### config.mk
export PLATFORM = sky130hd
export DESIGN_NAME = adder_stim_check_flat
export DESIGN_NICKNAME = d
export VERILOG_FILES = /design/src/rtl/adder_stim_check_if.sv /design/src/rtl/adder_stim_check.sv /design/src/flat_wrapper.sv
export SDC_FILE = /design/constraint.sdc
export NUM_CORES = 1
export LEC_CHECK = 0
export CORE_MARGIN = 2
export CORE_UTILIZATION = 32
export DETAILED_ROUTE_END_ITERATION = 12
export GPL_TIMING_DRIVEN = 0
export PLACE_DENSITY = 0.74
export SETUP_SLACK_MARGIN = 0.4
export SLEW_MARGIN = 20
export SYNTH_ARGS = -nofsm -noshare
export SYNTH_HDL_FRONTEND = slang
export SYNTH_SLANG_ARGS = --single-unit
### constraint.sdc
create_clock -name clk -period 1.95 [get_ports clk]
set_input_delay 0.39 -clock clk [delete_from_list [all_inputs] [get_ports clk]]
set_output_delay 0.39 -clock clk [all_outputs]
set_load 0.02 [all_outputs]
### src/rtl/adder_stim_check_if.sv
// Stimulus/result bundle between the adder checker and the adders under test.
// The checker (master) drives {cin,a,b}; the reference adder and the DUV
// (slave side) return their sum, carry, propagate and generate results.
interface adder_stim_check_if #(
  parameter int n = 4
);
  logic         cin;
  logic [n-1:0] a;
  logic [n-1:0] b;
  logic [n-1:0] s_ref;
  logic [n-1:0] s_duv;
  logic         cout_ref;
  logic         cout_duv;
  logic         prop_ref;
  logic         prop_duv;
  logic         gen_ref;
  logic         gen_duv;

  modport master (
    output cin, a, b,
    input  s_ref, s_duv, cout_ref, cout_duv,
    input  prop_ref, prop_duv, gen_ref, gen_duv
  );

  modport slave (
    input  cin, a, b,
    output s_ref, s_duv, cout_ref, cout_duv,
    output prop_ref, prop_duv, gen_ref, gen_duv
  );
endinterface

### src/rtl/adder_stim_check.sv
// Self-running stimulus generator and comparator for an n-bit adder DUV.
// Drives {cin,a,b} one vector per cycle to a reference adder and the DUV and
// compares their results on the edge that retires each vector.
// The exhaustive sweep is always built; define ADDER_STIM_LFSR_EN to add the
// seeded LFSR random mode (otherwise mode/seed/num_vec are ignored).
// The compare selector is called chk_type because 'type' is a reserved word:
// 0 = sum/carry only, 1 = also propagate/generate.
module adder_stim_check #(
  parameter int n        = 4,
  parameter int chk_type = 0
) (
  input  logic               clk,
  input  logic               rst_n,
  input  logic               start,
  input  logic               mode,
  input  logic [15:0]        num_vec,
  input  logic [31:0]        seed,
  adder_stim_check_if.master bus,
  output logic               busy,
  output logic               done,
  output logic [15:0]        err_cnt,
  output logic [2*n:0]       fail_vec,
  output logic               fail_seen
);
  localparam int W = 2 * n + 1;

  typedef enum logic [1:0] {
    IDLE = 2'd0,
    RUN  = 2'd1,
    DONE = 2'd2
  } state_t;

  state_t       state_reg;
  state_t       state_next;
  logic [W-1:0] vec_reg;
  logic [W-1:0] first_vec;
  logic [W-1:0] step_vec;
  logic         last_vec;
  logic         start_run;
  logic         mismatch;

  // start is only honoured outside RUN
  assign start_run = start && (state_reg != RUN);

  assign bus.cin = vec_reg[W-1];
  assign bus.a   = vec_reg[W-2:n];
  assign bus.b   = vec_reg[n-1:0];

`ifdef ADDER_STIM_LFSR_EN
  logic        mode_reg;
  logic [31:0] lfsr_reg;
  logic [31:0] lfsr_next;
  logic [31:0] seed_eff;
  logic [15:0] left_reg;
  logic [15:0] num_eff;

  // an all-zero LFSR would lock up, and a zero-length run makes no sense
  assign seed_eff  = (seed == 32'd0) ? 32'h1 : seed;
  assign num_eff   = (num_vec == 16'd0) ? 16'd1 : num_vec;
  // x^32+x^22+x^2+x+1, shifting left with feedback into bit 0
  assign lfsr_next = {lfsr_reg[30:0], lfsr_reg[31] ^ lfsr_reg[21] ^ lfsr_reg[1] ^ lfsr_reg[0]};

  assign first_vec = mode ? seed_eff[W-1:0] : '0;
  assign step_vec  = mode_reg ? lfsr_next[W-1:0] : vec_reg + W'(1);
  assign last_vec  = mode_reg ? (left_reg == 16'd1) : (&vec_reg);

  // random-mode sequencer: capture settings on start, step LFSR and count down in RUN
  always_ff @(posedge clk or negedge rst_n) begin
    if (!rst_n) begin
      mode_reg <= 1'b0;
      lfsr_reg <= 32'h1;
      left_reg <= 16'd0;
    end else if (start_run) begin
      mode_reg <= mode;
      lfsr_reg <= seed_eff;
      left_reg <= num_eff;
    end else if (state_reg == RUN && mode_reg) begin
      lfsr_reg <= lfsr_next;
      left_reg <= left_reg - 16'd1;
    end
  end
`else
  logic unused_cfg;

  assign unused_cfg = ^{mode, num_vec, seed};
  assign first_vec  = '0;
  assign step_vec   = vec_reg + W'(1);
  // the vector itself is the sweep counter; all-ones is the final vector
  assign last_vec   = &vec_reg;
`endif

  // a vector fails if any compared result differs between reference and DUV
  always_comb begin
    mismatch = (bus.s_ref != bus.s_duv) || (bus.cout_ref != bus.cout_duv);
    if (chk_type == 1)
      mismatch = mismatch || (bus.prop_ref != bus.prop_duv) || (bus.gen_ref != bus.gen_duv);
  end

  // state register
  always_ff @(posedge clk or negedge rst_n) begin
    if (!rst_n) state_reg <= IDLE;
    else        state_reg <= state_next;
  end

  // next-state logic: leave RUN on the edge that retires the last vector
  always_comb begin
    state_next = state_reg;
    case (state_reg)
      IDLE:    if (start) state_next = RUN;
      RUN:     if (last_vec) state_next = DONE;
      DONE:    if (start) state_next = RUN;
      default: state_next = IDLE;
    endcase
  end

  // status outputs decoded from state
  always_comb begin
    busy = (state_reg == RUN);
    done = (state_reg == DONE);
  end

  // stimulus register: first vector on run start, advance while running, hold otherwise
  always_ff @(posedge clk or negedge rst_n) begin
    if (!rst_n)
      vec_reg <= '0;
    else if (start_run)
      vec_reg <= first_vec;
    else if (state_reg == RUN && !last_vec)
      vec_reg <= step_vec;
  end

  // result bookkeeping: clear on run start, count/capture mismatches only in RUN
  always_ff @(posedge clk or negedge rst_n) begin
    if (!rst_n) begin
      err_cnt   <= 16'd0;
      fail_seen <= 1'b0;
      fail_vec  <= '0;
    end else if (start_run) begin
      err_cnt   <= 16'd0;
      fail_seen <= 1'b0;
      fail_vec  <= '0;
    end else if (state_reg == RUN && mismatch) begin
      if (err_cnt != 16'hFFFF)
        err_cnt <= err_cnt + 16'd1;
      if (!fail_seen) begin
        fail_seen <= 1'b1;
        fail_vec  <= vec_reg;
      end
    end
  end
endmodule

### src/flat_wrapper.sv
// flat-port wrapper written by rule: the top's interface ports become plain ports
module adder_stim_check_flat 
#(
  parameter int n        = 4,
  parameter int chk_type = 0
)
  (clk, rst_n, start, mode, num_vec, seed, busy, done, err_cnt, fail_vec, fail_seen, bus_cin, bus_a, bus_b, bus_s_ref, bus_s_duv, bus_cout_ref, bus_cout_duv, bus_prop_ref, bus_prop_duv, bus_gen_ref, bus_gen_duv);
  adder_stim_check_if #(.n(n)) bus_i ();
  input  logic clk;
  input  logic rst_n;
  input  logic start;
  input  logic mode;
  input  logic [15:0] num_vec;
  input  logic [31:0] seed;
  output logic busy;
  output logic done;
  output logic [15:0] err_cnt;
  output logic [2*n:0] fail_vec;
  output logic fail_seen;
  output wire logic [$bits(bus_i.cin)-1:0] bus_cin;
  output wire logic [$bits(bus_i.a)-1:0] bus_a;
  output wire logic [$bits(bus_i.b)-1:0] bus_b;
  input wire logic [$bits(bus_i.s_ref)-1:0] bus_s_ref;
  input wire logic [$bits(bus_i.s_duv)-1:0] bus_s_duv;
  input wire logic [$bits(bus_i.cout_ref)-1:0] bus_cout_ref;
  input wire logic [$bits(bus_i.cout_duv)-1:0] bus_cout_duv;
  input wire logic [$bits(bus_i.prop_ref)-1:0] bus_prop_ref;
  input wire logic [$bits(bus_i.prop_duv)-1:0] bus_prop_duv;
  input wire logic [$bits(bus_i.gen_ref)-1:0] bus_gen_ref;
  input wire logic [$bits(bus_i.gen_duv)-1:0] bus_gen_duv;
  assign bus_cin = bus_i.cin;
  assign bus_a = bus_i.a;
  assign bus_b = bus_i.b;
  assign bus_i.s_ref = bus_s_ref;
  assign bus_i.s_duv = bus_s_duv;
  assign bus_i.cout_ref = bus_cout_ref;
  assign bus_i.cout_duv = bus_cout_duv;
  assign bus_i.prop_ref = bus_prop_ref;
  assign bus_i.prop_duv = bus_prop_duv;
  assign bus_i.gen_ref = bus_gen_ref;
  assign bus_i.gen_duv = bus_gen_duv;
  adder_stim_check #(.n(n), .chk_type(chk_type)) u_core (.clk(clk), .rst_n(rst_n), .start(start), .mode(mode), .num_vec(num_vec), .seed(seed), .bus(bus_i), .busy(busy), .done(done), .err_cnt(err_cnt), .fail_vec(fail_vec), .fail_seen(fail_seen));
endmodule
==> impl_metrics.ini, run 1 <==
[routing]
vias = 2050
drtAntennaViolNets = 0
drt_iter0_drc = 102
drt_wl_total_um = 6520
via_per_inst = 5.35
wl_per_cell_um = 17.0
drc_errors = 0
dr.pass1.iters = 5

[logic_synthesis]
synthCells = 204
yosysUniqueCellTypes = 38
synth_top_area_share_pct = 48.3
synth.top_cells.by_area = dfrtp_1, nand2_1, xor2_1
ys_warn_count = 0
ys_ff_latch = 37
avgSynthCellArea_um2 = 9.40
synth_top_area_cell = dfrtp_1
seq_area_frac_synth_pct = 48.3
syn_nets = 273
mappedNetlistArea_um2 = 1920

[clock_tree]
clockBufferDepth = 2
htreeDepth = 2
clk_latency_ps = 290
numCtsBuffers = 5
root_buffer = clkbuf_8
clk_pin_slew_worst_paths_ps = 80
cts_num_sinks = 37
cts_tree = built

[status]
status = complete, no violations

[critical_path]
cp-start-kind = flop
crit_required_ps = 2130
max_stage_delay_ps = 440
r2r_cells = 9
worstSetupPathType = flop to flop
cpLargestDelayFamily = simple AND/OR/NAND/NOR gates
path_cells = and3_4 > nand3_4 > nor2_4 > ha_4 > nor3b_4 > and3_4 > nand2_2 > xor2_1 > nor2_1
reg2reg_slack_ps = 160
cp.buffers_inverters = 0
arrival_ps = 1970
crit_fanout = 4
endpoint_kind = flop
r2r_start = u_core.vec_reg[2]$_DFFE_PN0P_
slowest_stage = dfrtp_2
r2r_end = u_core.vec_reg[3]$_DFFE_PN0P_
cp_common_cell = and3_4

[cells_and_area]
utilization_pct = 56.8
largest_register_ffs = 16
instances_no_fill = 383
final_nets = 376
area_delta_synth_final_pct = 73.3
drive_above_1_share_pct = 45.5
layout_commonest_cell = buf_4
diodes = 0
fin_area_um2 = 3320
mostFrequentLayoutCells = buf_4, dlygate4sd2_1, nand2_1, dfrtp_1, dfrtp_2
nFillCells = 478

[die]
coreArea_um2 = 5850
die_h_um = 81.4
initial_core_util_pct = 32.8
fp.dieW_um = 81.4
num_rows = 28
fp.dieArea_um2 = 6630
ios = 103

[pwr]
total_power_w = 0.00496
ir_drop_v = 0.000772
leakagePower_nw = 1.48
powerDensity_nw_per_um2 = 1490

[sta]
relSlewSlack_pct = 78.3
max_freq_mhz = 558
fin_crit_sh_pct = 91.8
fin_crit_ps = 1790
setup-violations-final = 0
finalHoldViolCount = 0
tightest_slew_ps = 321
hold_slack_ps = 460
fin_skew_ps = 2.52
slew_viol_final = 0
rsz0062_at_grt = true

[placement]
place.gp.congestion = 0.863
dp_cells = 329
place_hpwl_um = 3590
io_buffers = 49
placed_cell_area_um2 = 2620

[grt]
grt_pass1_vias = 1922
grt_start_max_net_pins = 33
grt_overflow_total = 0
grt_pass1_wl_um = 9320
gr-usage-all-layers_pct = 18.2
antenna_found_initial = 0

[flow_run]
cap_violations = 0

[worst_hold_path]
hold_class = primary input to asynchronous set/reset pin
## layer usage
layer | vias to the layer above | global-route usage [%] | wire length [µm]
met5 | - | 0 | 0
met4 | 0 | 5.42 | 148
met3 | 19 | 3.67 | 333
met2 | 82 | 32.0 | 3490
met1 | 1009 | 22.5 | 2540
li1 | 940 | - | -
## power by group
part | total (W) | internal (W) | switching, W | leakage, nW
logic | 0.00261 | 0.00124 | 0.00137 | 0.984
clock network | 0.000795 | 0.000508 | 0.000286 | 0.0681
registers | 0.00155 | 0.00114 | 0.000412 | 0.428
total | 0.00496 | 0.00288 | 0.00207 | 1.48
## area by class of cell
cell class              count  area [µm²]  area share (%)
multi-input cells         159        1260            38.0
flip-flops and latches     37         948            28.5
repair buffers             96         821            24.7
well taps                  75        93.8            2.82
clock buffers               5        68.8            2.07
clock inverters             3        65.1            1.96
plain buffers               5        46.3            1.39
inverters                   3        15.0           0.452
## cell usage after synthesis
library cell   n
a211oi_1       1
a21boi_0       1
a21o_1         1
a21oi_1        9
a22o_1         3
and2_1         1
and3_1         4
and4_1         2
and4_4         1
buf_2          2
buf_6          1
clkbuf_1       2
dfrtp_1       37
ha_1           3
inv_1          3
mux2i_1        5
nand2_1       36
nand2b_1       4
nand3_1        8
nand3b_1       1
nand4_1        7
nor2_1        14
nor2b_1        1
nor3_1         3
nor3_2         1
nor3_4         1
nor3b_1        1
nor3b_2        1
nor4_1         4
o211ai_1       2
o21a_1         2
o21ai_0       18
o31a_1         2
o31ai_1        3
o41ai_1        1
or3_1          4
or4_1          3
xor2_1        11
## worst register-to-register path: cells and delay by family (launching register included)
family / cells / cell delay (ps)
fa+ha+maj: 1 / 160
flops: 1 / 440
simple gates: 7 / 930
xor+xnor: 1 / 130
## timing repair
action,4_1_cts,5_1_grt
endpoints found under the setup margin,72,40
gates resized for setup,101,44
gates cloned,2,0
pin swaps,19,32
buffers inserted,27,16
hold buffers,1,0
endpoints found under the hold margin,5,0
## how the worst max path moves through the flow
| stage | from | end | slack, ps | cells past startpoint |
|---|---|---|---|---|
| after global routing | u_core.vec_reg[2]$_DFFE_PN0P_ | u_core.vec_reg[7]$_DFFE_PN0P_ | 70 | 9 |
| after CTS | u_core.vec_reg[2]$_DFFE_PN0P_ | u_core.vec_reg[3]$_DFFE_PN0P_ | 170 | 9 |
| after detailed placement | bus_cout_duv | u_core.err_cnt[15]$_DFFE_PN0P_ | -310 | 8 |
| after floorplan | u_core.vec_reg[2]$_DFFE_PN0P_ | u_core.vec_reg[7]$_DFFE_PN0P_ | 120 | 9 |
| after global placement | rst_n | u_core.vec_reg[1]$_DFFE_PN0P_ | -530 | 1 |
| final | u_core.vec_reg[2]$_DFFE_PN0P_ | u_core.vec_reg[3]$_DFFE_PN0P_ | 160 | 9 |
## stage by stage
stage          TNS [ps]  setup slack [ps]
6_report              0               159
5_1_grt               0              65.4
4_1_cts               0               175
3_5_place_dp      -6140              -312
3_3_place_gp     -21730              -525
2_1_floorplan         0               121
## cells by family after synthesis
group,count (synthesis),share of synthesized area [%]
and+or+nand+nor,97,26.3
adders and majority gates,3,1.96
AOI/OAI and AO/OA,43,13.7
buffers and inverters,8,2.09
DFF,37,48.3
xor gates and xnor gates,11,5.03
muxes,5,2.61
Note: power is estimated with default switching activity, not from simulation.
==> run 2, diff against run 1 <==
--- a/config.mk
+++ b/config.mk
@@ -5,13 +5,13 @@
 export SDC_FILE = /design/constraint.sdc
 export NUM_CORES = 1
 export LEC_CHECK = 0
+export ABC_CLOCK_PERIOD_IN_PS = 1950
 export CORE_MARGIN = 2
 export CORE_UTILIZATION = 32
 export DETAILED_ROUTE_END_ITERATION = 12
-export GPL_TIMING_DRIVEN = 0
 export PLACE_DENSITY = 0.74
 export SETUP_SLACK_MARGIN = 0.4
-export SLEW_MARGIN = 20
+export SLEW_MARGIN = 10
 export SYNTH_ARGS = -nofsm -noshare
 export SYNTH_HDL_FRONTEND = slang
 export SYNTH_SLANG_ARGS = --single-unit
==> impl_metrics.ini, run 2 (synthesized netlist as in run 1, its figures left out) <==
[status]
status = complete, no violations

[clock_tree]
clk_pin_slew_worst_paths_ps = 80
clk_latency_ps = 290
numCtsBuffers = 5
clockBufferDepth = 2
root_buffer = clkbuf_8
cts_tree = built
htreeDepth = 2
cts_num_sinks = 37
postCtsHoldBufs = 0

[cells_and_area]
drive_above_1_share_pct = 42.4
final_nets = 384
mostFrequentLayoutCells = buf_4, dlygate4sd2_1, nand2_1, dfrtp_1, dfrtp_2
layout_commonest_cell = buf_4
largest_register_ffs = 16
diodes = 0
area_delta_synth_final_pct = 68.9

[critical_path]
arrival_ps = 1960
path_cells = ha_4 > nand2_2 > nor2_2 > ha_2 > nor3b_4 > and3_4 > nand2b_1 > xor2_1 > nor2_1
reg2reg_slack_ps = 220
max_stage_delay_ps = 440
worstSetupPathType = flop to flop
slowest_stage = dfrtp_2
crit_required_ps = 2180
endpoint_kind = flop
cp-start-kind = flop
crit_fanout = 3
cp.buffers_inverters = 0
cpLargestDelayFamily = simple AND/OR/NAND/NOR gates

[sta]
fin_skew_ps = 7.39
setup_ws_ps = 216
fin_crit_sh_pct = 88.9
slew_viol_final = 0
fin_crit_ps = 1730
relSlewSlack_pct = 67.5
tightest_slew_ps = 488
rsz0062_at_grt = true
setup-violations-final = 0
max_freq_mhz = 577
hold_slack_ps = 520
finalHoldViolCount = 0

[flow_run]
cap_violations = 0

[die]
fp.dieArea_um2 = 6630
fp.dieW_um = 81.4
coreArea_um2 = 5850
ios = 103
die_h_um = 81.4
num_rows = 28
initial_core_util_pct = 32.8

[routing]
drt_wl_total_um = 6310
drc_errors = 0
wl_per_cell_um = 16.1
drt_iter0_drc = 123
dr.pass1.iters = 4
drtAntennaViolNets = 0
vias = 2067
via_per_inst = 5.29

[pwr]
p_seq_share_pct = 31.4
power.net_switching_w = 0.00199
internal_power_w = 0.00276
leakagePower_nw = 1.48
ir_drop_v = 0.000644
p_sw_share_pct = 41.9
pwr-share-comb_pct = 54.9
powerDensity_nw_per_um2 = 1470
clkPwrFrac_pct = 13.8

[grt]
gr-usage-all-layers_pct = 17.6
grt_overflow_total = 0
grt_start_max_net_pins = 38
antenna_found_initial = 0
grt_pass1_wl_um = 9030
grt_pass1_vias = 1964

[placement]
place_hpwl_um = 3590
post-place-ws_ps = -238
io_buffers = 49
place.gp.congestion = 0.878

[worst_hold_path]
hold_class = primary input to asynchronous set/reset pin
## run 2: power by group through the flow
stage | Sequential [W] | Clock [W] | Combinational (W)
after floorplan | 0.00190 | 0 | 0.000712
after global placement | 0.00156 | 0 | 0.00201
after detailed placement | 0.00158 | 0 | 0.00206
after CTS | 0.00149 | 0.000662 | 0.00230
after global routing | 0.00154 | 0.000688 | 0.00279
final | 0.00149 | 0.000656 | 0.00261
## run 2: stage by stage
stage	util [%]	TNS, ps	cell area, µm²	std cells	power [W]
CTS	51.3	0	3000	369	0.00445
global route	55.3	0	3240	391	0.00501
floorplan	-	0	2020	204	0.00262
detailed placement	45.7	-2410	2670	336	0.00363
finish	55.3	0	3240	391	0.00475
global placement	45.7	-2210	2670	336	0.00357
## run 2: path summary, 6_finish.rpt
kind                                                start                              to  depth (start not counted)
hold / removal                                      rst_n  u_core.err_cnt[11]$_DFFE_PN0P_                          2
setup / recovery            u_core.vec_reg[1]$_DFFE_PN0P_   u_core.vec_reg[7]$_DFFE_PN0P_                          9
hold reg to reg            u_core.fail_vec[0]$_DFFE_PN0P_  u_core.fail_vec[0]$_DFFE_PN0P_                          2
setup reg to reg            u_core.vec_reg[1]$_DFFE_PN0P_   u_core.vec_reg[7]$_DFFE_PN0P_                          9
min in group clk           u_core.fail_vec[0]$_DFFE_PN0P_  u_core.fail_vec[0]$_DFFE_PN0P_                          2
max in group asynchronous                           rst_n   u_core.vec_reg[2]$_DFFE_PN0P_                          2
## run 2: metal layers
layer | share of wire, % | global-route usage (%) | routed length (µm) | up-vias
met1 | 40 | 20.0 | 2510 | 1018
met5 | 0 | 0 | 0 | -
li1 | - | - | - | 963
met2 | 53 | 32.0 | 3340 | 72
met4 | 2.0 | 5.76 | 126 | 0
met3 | 5.3 | 4.11 | 337 | 14
## run 2: layout make-up
type,count,area [µm²]
well taps,75,93.8
clock inverters,2,35.0
repair buffers,108,895
inverters,3,11.3
clock buffers,6,72.6
fillers,505,2610
flip-flops and latches,37,947
multi-input cells,160,1180
## run 2: timing repair
item / CTS / global route
pin swaps: 23 / 10
gates resized for setup: 77 / 47
buffers inserted: 24 / 19
gates cloned: 1 / 3
endpoints found under the setup margin: 71 / 40
